--- src/rtl/ucode_pkg.sv ---
// Shared microcode definitions: sequencing modes and field widths.
// Used by the sequencer, the microstore and the instruction encoder.
package ucode_pkg;

  localparam int STATE_W = 10;
  localparam int COND_W  = 8;
  localparam int MOC_BIT = 0;

  typedef enum logic [2:0] {
    M_INC     = 3'd0,
    M_JUMP    = 3'd1,
    M_DECODE  = 3'd2,
    M_BRANCH  = 3'd3,
    M_WAIT    = 3'd4,
    M_CALL    = 3'd5,
    M_RET     = 3'd6,
    M_RESTART = 3'd7
  } mode_e;

  // Sequential successor; 1023 wraps to 0.
  function automatic logic [STATE_W-1:0] inc_state(
    input logic [STATE_W-1:0] s
  );
    return s + STATE_W'(1);
  endfunction

endpackage

--- src/rtl/microsequencer_if.sv ---
// Microstore <-> sequencer bundle: sequencing fields in,
// state address and status out.
interface microsequencer_if;
  import ucode_pkg::*;

  logic               stall;
  logic [2:0]         mode;
  logic [STATE_W-1:0] cr_addr;
  logic [2:0]         cond_sel;
  logic               inv;
  logic [COND_W-1:0]  cond_in;
  logic [STATE_W-1:0] decoded_state;
  logic [STATE_W-1:0] next_state;
  logic [2:0]         depth;
  logic               stack_err;
  logic               timeout;

  modport master (
    output stall, mode, cr_addr, cond_sel, inv,
    output cond_in, decoded_state,
    input  next_state, depth, stack_err, timeout
  );

  modport slave (
    input  stall, mode, cr_addr, cond_sel, inv,
    input  cond_in, decoded_state,
    output next_state, depth, stack_err, timeout
  );

endinterface

--- src/rtl/microsequencer_ustack.sv ---
// Microsubroutine return-address LIFO; top entry is combinational.
// No error policy here: overflowing pushes and empty pops are ignored.
module ustack #(
  parameter int DEPTH = 4,
  parameter int W     = 10
) (
  input  logic                       clk,
  input  logic                       reset,
  input  logic                       push,
  input  logic                       pop,
  input  logic                       clr,
  input  logic [W-1:0]               din,
  output logic [W-1:0]               dout,
  output logic [$clog2(DEPTH+1)-1:0] depth,
  output logic                       full,
  output logic                       empty
);

  localparam int DW = $clog2(DEPTH + 1);
  localparam int IW = (DEPTH > 1) ? $clog2(DEPTH) : 1;

  logic [W-1:0]  mem [DEPTH];
  logic [DW-1:0] depth_q;
  logic [IW-1:0] wr_idx;
  logic [IW-1:0] top_idx;
  logic          do_push;
  logic          do_pop;

  assign full    = (depth_q == DW'(DEPTH));
  assign empty   = (depth_q == '0);
  assign do_push = push & ~full & ~clr;
  assign do_pop  = pop & ~empty & ~clr;
  assign wr_idx  = IW'(depth_q);
  assign top_idx = IW'(depth_q - DW'(1));
  assign dout    = mem[top_idx];
  assign depth   = depth_q;

  // Occupancy counter; restart empties the stack in one cycle.
  always_ff @(posedge clk or negedge reset) begin
    if (!reset) begin
      depth_q <= '0;
    end else if (clr) begin
      depth_q <= '0;
    end else if (do_push) begin
      depth_q <= depth_q + DW'(1);
    end else if (do_pop) begin
      depth_q <= depth_q - DW'(1);
    end
  end

  // Entry storage; contents are don't-care after reset.
  always_ff @(posedge clk) begin
    if (do_push) begin
      mem[wr_idx] <= din;
    end
  end

endmodule

--- src/rtl/microsequencer.sv ---
// Next-state controller for the microprogrammed control unit:
// condition mux, next-state mux, return stack and WAIT watchdog.
module microsequencer
  import ucode_pkg::*;
#(
  parameter int                 DEPTH       = 4,
  parameter int                 WAIT_LIMIT  = 255,
  parameter logic [STATE_W-1:0] FAULT_STATE = 10'd1023
) (
  input logic           clk,
  input logic           reset,
  microsequencer_if.slave bus
);

  localparam int DW = $clog2(DEPTH + 1);

  mode_e              mode;
  logic               c;
  logic [STATE_W-1:0] ns_q;
  logic [STATE_W-1:0] ns_d;
  logic [STATE_W-1:0] ns_inc;
  logic               serr_q;
  logic               serr_d;
  logic               to_q;
  logic               to_d;
  logic [7:0]         wcnt_q;
  logic [7:0]         wcnt_d;
  logic               push;
  logic               pop;
  logic               clr;
  logic [STATE_W-1:0] top;
  logic [DW-1:0]      stk_depth;
  logic               full;
  logic               empty;

  assign mode   = mode_e'(bus.mode);
  assign c      = bus.cond_in[bus.cond_sel] ^ bus.inv;
  assign ns_inc = inc_state(ns_q);

  ustack #(
    .DEPTH (DEPTH),
    .W     (STATE_W)
  ) u_stack (
    .clk   (clk),
    .reset (reset),
    .push  (push),
    .pop   (pop),
    .clr   (clr),
    .din   (ns_inc),
    .dout  (top),
    .depth (stk_depth),
    .full  (full),
    .empty (empty)
  );

  // Next-state, stack-control, watchdog and flag decisions.
  always_comb begin
    ns_d   = ns_q;
    serr_d = serr_q;
    to_d   = to_q;
    wcnt_d = wcnt_q;
    push   = 1'b0;
    pop    = 1'b0;
    clr    = 1'b0;
    if (!bus.stall) begin
      wcnt_d = '0;
      unique case (mode)
        M_INC:    ns_d = ns_inc;
        M_JUMP:   ns_d = bus.cr_addr;
        M_DECODE: ns_d = bus.decoded_state;
        M_BRANCH: ns_d = c ? bus.cr_addr : ns_inc;
        M_WAIT: begin
          if (c) begin
            ns_d = ns_inc;
          end else if (wcnt_q == 8'(WAIT_LIMIT)) begin
            ns_d = FAULT_STATE;
            to_d = 1'b1;
          end else begin
            wcnt_d = wcnt_q + 8'd1;
          end
        end
        M_CALL: begin
          ns_d = bus.cr_addr;
          if (full) serr_d = 1'b1;
          else      push   = 1'b1;
        end
        M_RET: begin
          if (empty) begin
            ns_d   = FAULT_STATE;
            serr_d = 1'b1;
          end else begin
            ns_d = top;
            pop  = 1'b1;
          end
        end
        M_RESTART: begin
          ns_d = '0;
          clr  = 1'b1;
        end
      endcase
    end
  end

  // Control-unit state, sticky flags and watchdog count.
  always_ff @(posedge clk or negedge reset) begin
    if (!reset) begin
      ns_q   <= '0;
      serr_q <= 1'b0;
      to_q   <= 1'b0;
      wcnt_q <= '0;
    end else begin
      ns_q   <= ns_d;
      serr_q <= serr_d;
      to_q   <= to_d;
      wcnt_q <= wcnt_d;
    end
  end

  assign bus.next_state = ns_q;
  assign bus.depth      = 3'(stk_depth);
  assign bus.stack_err  = serr_q;
  assign bus.timeout    = to_q;

endmodule
--- src/flat_wrapper.sv ---
// flat-port wrapper written by rule: the top's interface ports become plain ports
module microsequencer_flat import ucode_pkg::*;
#(
  parameter int                 DEPTH       = 4,
  parameter int                 WAIT_LIMIT  = 255,
  parameter logic [STATE_W-1:0] FAULT_STATE = 10'd1023
)
  (clk, reset, bus_stall, bus_mode, bus_cr_addr, bus_cond_sel, bus_inv, bus_cond_in, bus_decoded_state, bus_next_state, bus_depth, bus_stack_err, bus_timeout);
  microsequencer_if bus_i ();
  input logic clk;
  input logic reset;
  input wire logic [$bits(bus_i.stall)-1:0] bus_stall;
  input wire logic [$bits(bus_i.mode)-1:0] bus_mode;
  input wire logic [$bits(bus_i.cr_addr)-1:0] bus_cr_addr;
  input wire logic [$bits(bus_i.cond_sel)-1:0] bus_cond_sel;
  input wire logic [$bits(bus_i.inv)-1:0] bus_inv;
  input wire logic [$bits(bus_i.cond_in)-1:0] bus_cond_in;
  input wire logic [$bits(bus_i.decoded_state)-1:0] bus_decoded_state;
  output wire logic [$bits(bus_i.next_state)-1:0] bus_next_state;
  output wire logic [$bits(bus_i.depth)-1:0] bus_depth;
  output wire logic [$bits(bus_i.stack_err)-1:0] bus_stack_err;
  output wire logic [$bits(bus_i.timeout)-1:0] bus_timeout;
  assign bus_i.stall = bus_stall;
  assign bus_i.mode = bus_mode;
  assign bus_i.cr_addr = bus_cr_addr;
  assign bus_i.cond_sel = bus_cond_sel;
  assign bus_i.inv = bus_inv;
  assign bus_i.cond_in = bus_cond_in;
  assign bus_i.decoded_state = bus_decoded_state;
  assign bus_next_state = bus_i.next_state;
  assign bus_depth = bus_i.depth;
  assign bus_stack_err = bus_i.stack_err;
  assign bus_timeout = bus_i.timeout;
  microsequencer #(.DEPTH(DEPTH), .WAIT_LIMIT(WAIT_LIMIT), .FAULT_STATE(FAULT_STATE)) u_core (.clk(clk), .reset(reset), .bus(bus_i));
endmodule
--- config.mk ---
export PLATFORM = sky130hd
export DESIGN_NAME = microsequencer_flat
export DESIGN_NICKNAME = d
export VERILOG_FILES = /design/src/rtl/ucode_pkg.sv /design/src/rtl/microsequencer_if.sv /design/src/rtl/microsequencer_ustack.sv /design/src/rtl/microsequencer.sv /design/src/flat_wrapper.sv
export SDC_FILE = /design/constraint.sdc
export NUM_CORES = 1
export LEC_CHECK = 0
export BUFFER_PORTS_ARGS = -buffer_cell sky130_fd_sc_hd__buf_2
export CORE_MARGIN = 10
export CORE_UTILIZATION = 45
export DETAILED_ROUTE_END_ITERATION = 8
export PLACE_DENSITY_LB_ADDON = 0.05
export SLEW_MARGIN = 20
export SYNTH_ARGS = -nofsm -noshare
export SYNTH_HDL_FRONTEND = slang
export SYNTH_SLANG_ARGS = --single-unit
--- constraint.sdc ---
create_clock -name clk -period 2.7 [get_ports clk]
set_input_delay 0.405 -clock clk [delete_from_list [all_inputs] [get_ports clk]]
set_output_delay 0.405 -clock clk [all_outputs]
set_load 0.005 [all_outputs]
# After elaboration in Yosys (flattened, before gate mapping)
# Memories as Yosys holds them, arrays and structs flattened.
# Index checks and enable logic that the tools add are counted.
[totals]
out_inout_bits = 15
n_memories = 1
regBits = 23
elab_cells = 67
ramBits = 40
input_bits = 38
romBits = 0
latchBits = 0
[op_classes]
add_sub_neg = 4
n_reduce_logical = 8
shifts = 0
n_lt_le_gt_ge = 1
div = 0
n_eq_ne = 12
muxes = 26
n_mul = 0
bitwise_logic = 10
[mem_list]
columns = ["memory", "words", "width", "rd", "rd_ports_with_merged_regs", "write_ports", "line", "rtl"]
rows = [
  ["u_core.u_stack.mem", 4, 10, 1, 0, 1, "microsequencer_ustack.sv:22", "logic [W-1:0] mem [DEPTH];"],
]
[op_table]
columns = ["operator", "count"]
rows = [
  ["10-bit case mux with 7 select lines", 1],
  ["10-bit 2-to-1 mux", 4],
  ["8-bit 2-to-1 mux", 3],
  ["3-bit equality test (second input constant)", 5],
  ["1-bit 2-to-1 mux", 13],
  ["10-bit by 1-bit adder with 10-bit output (second input constant)", 1],
  ["3-bit 2-to-1 mux", 3],
  ["8-bit by 1-bit adder with 8-bit output (second input constant)", 1],
  ["8-bit equality test (second input constant)", 1],
  ["4-bit AND reduction", 2],
  ["3-bit by 2-bit equality test with 1-bit output (second input constant)", 2],
  ["3-bit logical NOT", 2],
  ["1-bit NOT", 5],
  ["1-bit bitwise AND", 4],
  ["3-bit by 4-bit < comparator with 1-bit output (second input constant)", 1],
  ["2-bit inequality test (second input constant)", 2],
  ["3-bit by 1-bit adder with 3-bit output (second input constant)", 1],
  ["1-bit binary-select mux with 3-bit select", 1],
  ["3-bit by 1-bit equality test with 1-bit output (second input constant)", 1],
  ["3-bit by 1-bit inequality test with 1-bit output (second input constant)", 1],
  ["3-bit nonzero test", 1],
  ["3-bit by 1-bit subtractor with 3-bit output (second input constant)", 1],
  ["1-bit case mux with 2 select lines", 1],
  ["2-bit AND reduction", 1],
  ["3 further kinds", 3],
]

# Depth between registers and ports, before layout
[logic_depth]
word_depth = 9
ltp_mapped = 10

# Cells and area by module
# A second synthesis with hierarchy kept.
[unflattened]
cells_unflattened = 330
area_unflattened_um2 = 3649.8
[modules_own_cells]
columns = ["module", "n_inst", "area_per_inst_um2", "cells_per_inst"]
rows = [
  ["microsequencer", 1, 1890.6, 241],
  ["ustack", 1, 1759.2, 89],
]

# Worst setup path before layout
# Ideal clock, no wire load.
[synth_timing]
path_kind = "register -> register"
startpoint = "register u_core.u_stack.depth_q[0] (netlist: u_core.u_stack.depth[0])"
endpoint = "register u_core.ns_q[7] (netlist: u_core.bus.next_state[7])"
n_path_buf = 2
synth_period_minus_slack_ns = 2.734
setup_ns = 0.130
setup_slack_ns = -0.034
arrival_time_ns = 2.603
path_stages_with_launch = 11
required_time_ns = 2.570
cell_sequence = "dfrtp_1 > buf_2 > inv_1 > ha_1 > clkbuf_1 > mux4_2 > o21a_1 > a221oi_1 > a21oi_1 > o211ai_1 > nand3_1"
[synth_between]
elab_chain_len = 4
word_cells_on_any_way = 5
classes_between = "1 x add/sub; 2 x mux; 1 x reduce/logical; 1 x memory"
[synth_lines]
columns = ["item", "line", "rtl"]
rows = [
  ["from (decl)", "microsequencer_ustack.sv:23", "logic [DW-1:0] depth_q;"],
  ["from (signal assigned)", "microsequencer_ustack.sv:45", "depth_q <= depth_q + DW'(1);"],
  ["from (signal assigned)", "microsequencer_ustack.sv:47", "depth_q <= depth_q - DW'(1);"],
  ["3-bit by 1-bit subtractor with 3-bit output", "n/a", ""],
  ["memory read 4 x 10 bit", "n/a", ""],
  ["10-bit 2-to-1 mux *", "microsequencer.sv:88", "if (empty) begin"],
  ["10-bit case mux with 7 select lines *", "microsequencer.sv:67", "unique case (mode)"],
  ["to (signal assigned)", "microsequencer.sv:112", "ns_q <= ns_d;"],
  ["to (decl)", "microsequencer.sv:19", "logic [STATE_W-1:0] ns_q;"],
]
# Mark *: on every way between the ends. The rest lies on a longest branch, timed or not.
# A chain may end at the register's enable or synchronous reset.

# Final worst setup path
[layout_timing]
startpoint = "register u_core.u_stack.depth_q[1] (netlist: u_core.u_stack.depth[1])"
endpoint = "register u_core.ns_q[2] (netlist: u_core.bus.next_state[2])"
# Same word-level chain as after synthesis.

==> flow_metrics.py <==
metrics = {
    "clock_network": {
        "path_clk_slew_ps": 70,
        "clock-sinks": 63,
        "htreeDepth": 3,
        "post_cts_buffers": 0,
        "tritoncts": "yes",
        "clk_latency_ps": 340,
        "ctsResizeCount": 0,
        "cts_buffers": 9,
        "clock-root-buffer": "clkbuf_8",
        "postCtsHoldBufs": 0,
        "clockBufferDepth": 2,
    },
    "synth": {
        "synth_ff_type": "edfxtp_1",
        "synth_fa_ha_area_share_pct": 2.51,
        "yosys_warnings": 0,
        "synth.cell_area_um2": 3480,
        "syn_area_per_cell_um2": 11.5,
        "synth.ff_latch_count": 63,
        "synth_top_family_by_area": "simple AND/OR/NAND/NOR gates",
        "synth-edff-count": 40,
        "synth.net_count": 347,
        "synth-compound-area-share_pct": 14.2,
        "synth-xor-area-share_pct": 5.06,
        "synth_cells": 302,
        "ys_seq_area_share_pct": 51.0,
        "synth_mux_area_share_pct": 10.4,
        "async_flop_share_pct": 36.5,
        "yosysUniqueCellTypes": 51,
        "synth-simple-area-share_pct": 14.4,
    },
    "timing": {
        "slew-limit-headroom_pct": 54.7,
        "hold_violations": 0,
        "period_share_pct": 89.2,
        "tightestPinTransition_ps": 675,
        "finalSetupTns_ps": 0,
        "fin_crit_ps": 2410,
        "clock_skew_ps": 10.5,
        "maxSlewViolCount": 0,
        "fin_ws_ps": 291,
        "setup_viol": 0,
        "rsz0062_at_grt": "no",
        "fmax_mhz": 415,
    },
    "floorplanning": {
        "num_io_pins": 53,
        "dieWidth_um": 108,
        "core_area_um2": 7650,
        "row_count": 32,
        "initial_utilization_pct": 45.5,
        "die_height_um": 108,
        "dieArea_um2": 11700,
    },
    "global_route": {
        "grt_pass1_wl_um": 14800,
        "grt.total_usage_pct": 16.3,
        "grt_pass1_vias": 2732,
        "antenna_found_initial": 0,
        "grt-ovfl-total": 0,
        "grt_start_max_net_pins": 24,
    },
    "detailed_routing": {
        "wl_um": 9150,
        "num_vias": 2699,
        "postRouteAntennaNets": 0,
        "wire_per_inst_um": 19.5,
        "routed_via_density": 5.74,
        "drt_iter0_drc": 213,
        "first_pass_iters": 5,
        "drc": 0,
    },
    "hold_path": {
        "hp-class": "in2async",
    },
    "setup_path": {
        "crit_arrival_ps": 2630,
        "worstPathCellList": "inv_1 > ha_1 > buf_4 > mux4_2 > or2_2 > a211oi_1 > o2111ai_1 > o311a_1",
        "critPathMaxStageDelay_ps": 420,
        "crit_family": "compound AO/OA/AOI/OAI gates",
        "start_kind": "register",
        "rr_worst_depth": 8,
        "path_depth": 8,
        "crit_buf_inv": 2,
        "startpoint": "u_core.u_stack.depth[1]",
        "timing.rr.start": "u_core.u_stack.depth[1]",
        "cp-end-kind": "register",
        "worstPathMaxFanout": 11,
        "worstSetupPathType": "reg2reg",
        "crit_slowest_cell": "dfrtp_1",
        "crit_required_ps": 2920,
    },
    "flow_run": {
        "maxCapViolCount": 0,
    },
    "layout": {
        "fill_cells": 684,
        "fin_util_pct": 54.5,
        "multi_input_area_um2": 1620,
        "regArea_um2": 1780,
        "drive_gt1_share_pct": 26.4,
        "fin_nets": 408,
        "final_cell_mix": "52 x buf_2, 40 x edfxtp_1, 25 x nand2_1",
        "fin_cells": 470,
        "syn2layout_area_growth_pct": 19.6,
        "n_antenna_cell": 0,
        "final_common_cell": "buf_2",
    },
    "power": {
        "irDropWorstVdd_mv": 0.340,
        "power_leakage_nw": 1.64,
        "power_density_nw_per_um2": 739,
    },
    "placement": {
        "gp_congestion": 0.873,
        "hpwl_um": 6830,
        "port_buffers": 52,
        "dp_slack_ps": 156,
        "dpl.cell_count": 454,
    },
    "status": {
        "outcome": "finished, final reports clean",
    },
}
[worst paths after layout]
path                                            end  slack, ps
setup / recovery           u_core.bus.next_state[2]        290
hold / removal              u_core.u_stack.depth[0]         30
setup reg to reg           u_core.bus.next_state[2]        290
hold reg to reg                  u_core.bus.timeout        460
max in group asynchronous  u_core.bus.next_state[2]       2300
min in group clk           u_core.bus.next_state[8]        420
[routing by layer]
layer  vias to the layer above  GRT usage, %  share of wire [%]
li1                       1278             -                  -
met1                      1330          21.3                 43
met2                        85          25.5                 49
met3                         6          4.94                7.1
met4                         0          4.68               0.71
met5                         -             0                  0
[cells by family after synthesis]
logic type / count (synthesis)
XOR/XNOR: 18
flip-flops: 63
buffers and inverters: 21
multiplexers: 19
AO/OA/AOI/OAI: 73
AND/OR/NAND/NOR: 101
adder cells (fa/ha/maj): 7
[area by class of cell]
class | count | share of cell area (%)
Clock inverter | 7 | 3.24
Sequential cell | 63 | 42.7
Clock buffer | 9 | 2.97
Inverter | 6 | 0.541
Tap cell | 102 | 3.06
Multi-Input combinational cell | 218 | 38.9
Timing Repair Buffer | 65 | 8.59
[per-stage QoR]
| step | power, W | area [um^2] | hold WS [ps] |
|---|---|---|---|
| 2_1_floorplan | 0.00171 | 3480 | 109 |
| 3_3_place_gp | 0.00202 | 3910 | 417 |
| 3_5_place_dp | 0.00202 | 3910 | 413 |
| 4_1_cts | 0.00309 | 4170 | 48.1 |
| 5_1_grt | 0.00324 | 4170 | 65.6 |
| 6_report | 0.00308 | 4170 | 33.1 |
[flip-flops by register name, indices dropped and copies added, names as in the netlist]
register,cells
u_core.u_stack.mem,40
u_core.u_stack.depth,3
u_core.bus.timeout,1
u_core.wcnt_q,8
u_core.bus.stack_err,1
u_core.bus.next_state,10
[report_power, final]
part           total (W)  internal (W)  switching, W
clock network    0.00107      0.000700      0.000372
registers        0.00121       0.00114     0.0000717
logic           0.000795      0.000346      0.000449
[Yosys cell counts, types with 2 or more instances]
master,number,area [um^2]
xnor2_1,10,87.6
mux2i_1,4,40.0
edfxtp_1,40,1200
nand2b_1,4,25.0
a222oi_1,3,30.0
nor3_1,4,20.0
buf_2,2,10.0
inv_1,6,22.5
mux4_2,12,270
a211oi_1,3,22.5
a21o_1,3,22.5
a31oi_1,4,25.0
and2_1,4,25.0
and3b_1,2,17.5
o21ai_0,16,80.1
nor2b_1,7,43.8
xor2_1,7,61.3
and3_1,3,18.8
a2111oi_0,2,17.5
o211ai_1,5,37.5
nor2_1,22,82.6
dfrtp_1,23,576
nor3b_1,2,15.0
a22oi_1,2,15.0
o21a_1,2,15.0
nand4_1,3,18.8
ha_1,7,87.6
clkbuf_1,11,41.3
o221ai_1,5,43.8
nand3b_1,4,30.0
nand2_1,25,93.8
o21bai_1,2,15.0
o21ai_1,8,40.0
a221oi_1,4,35.0
nand3_1,18,90.1
o2111ai_1,2,17.5
a21oi_1,7,35.0
No activity file was read; power rests on OpenSTA's default activity.
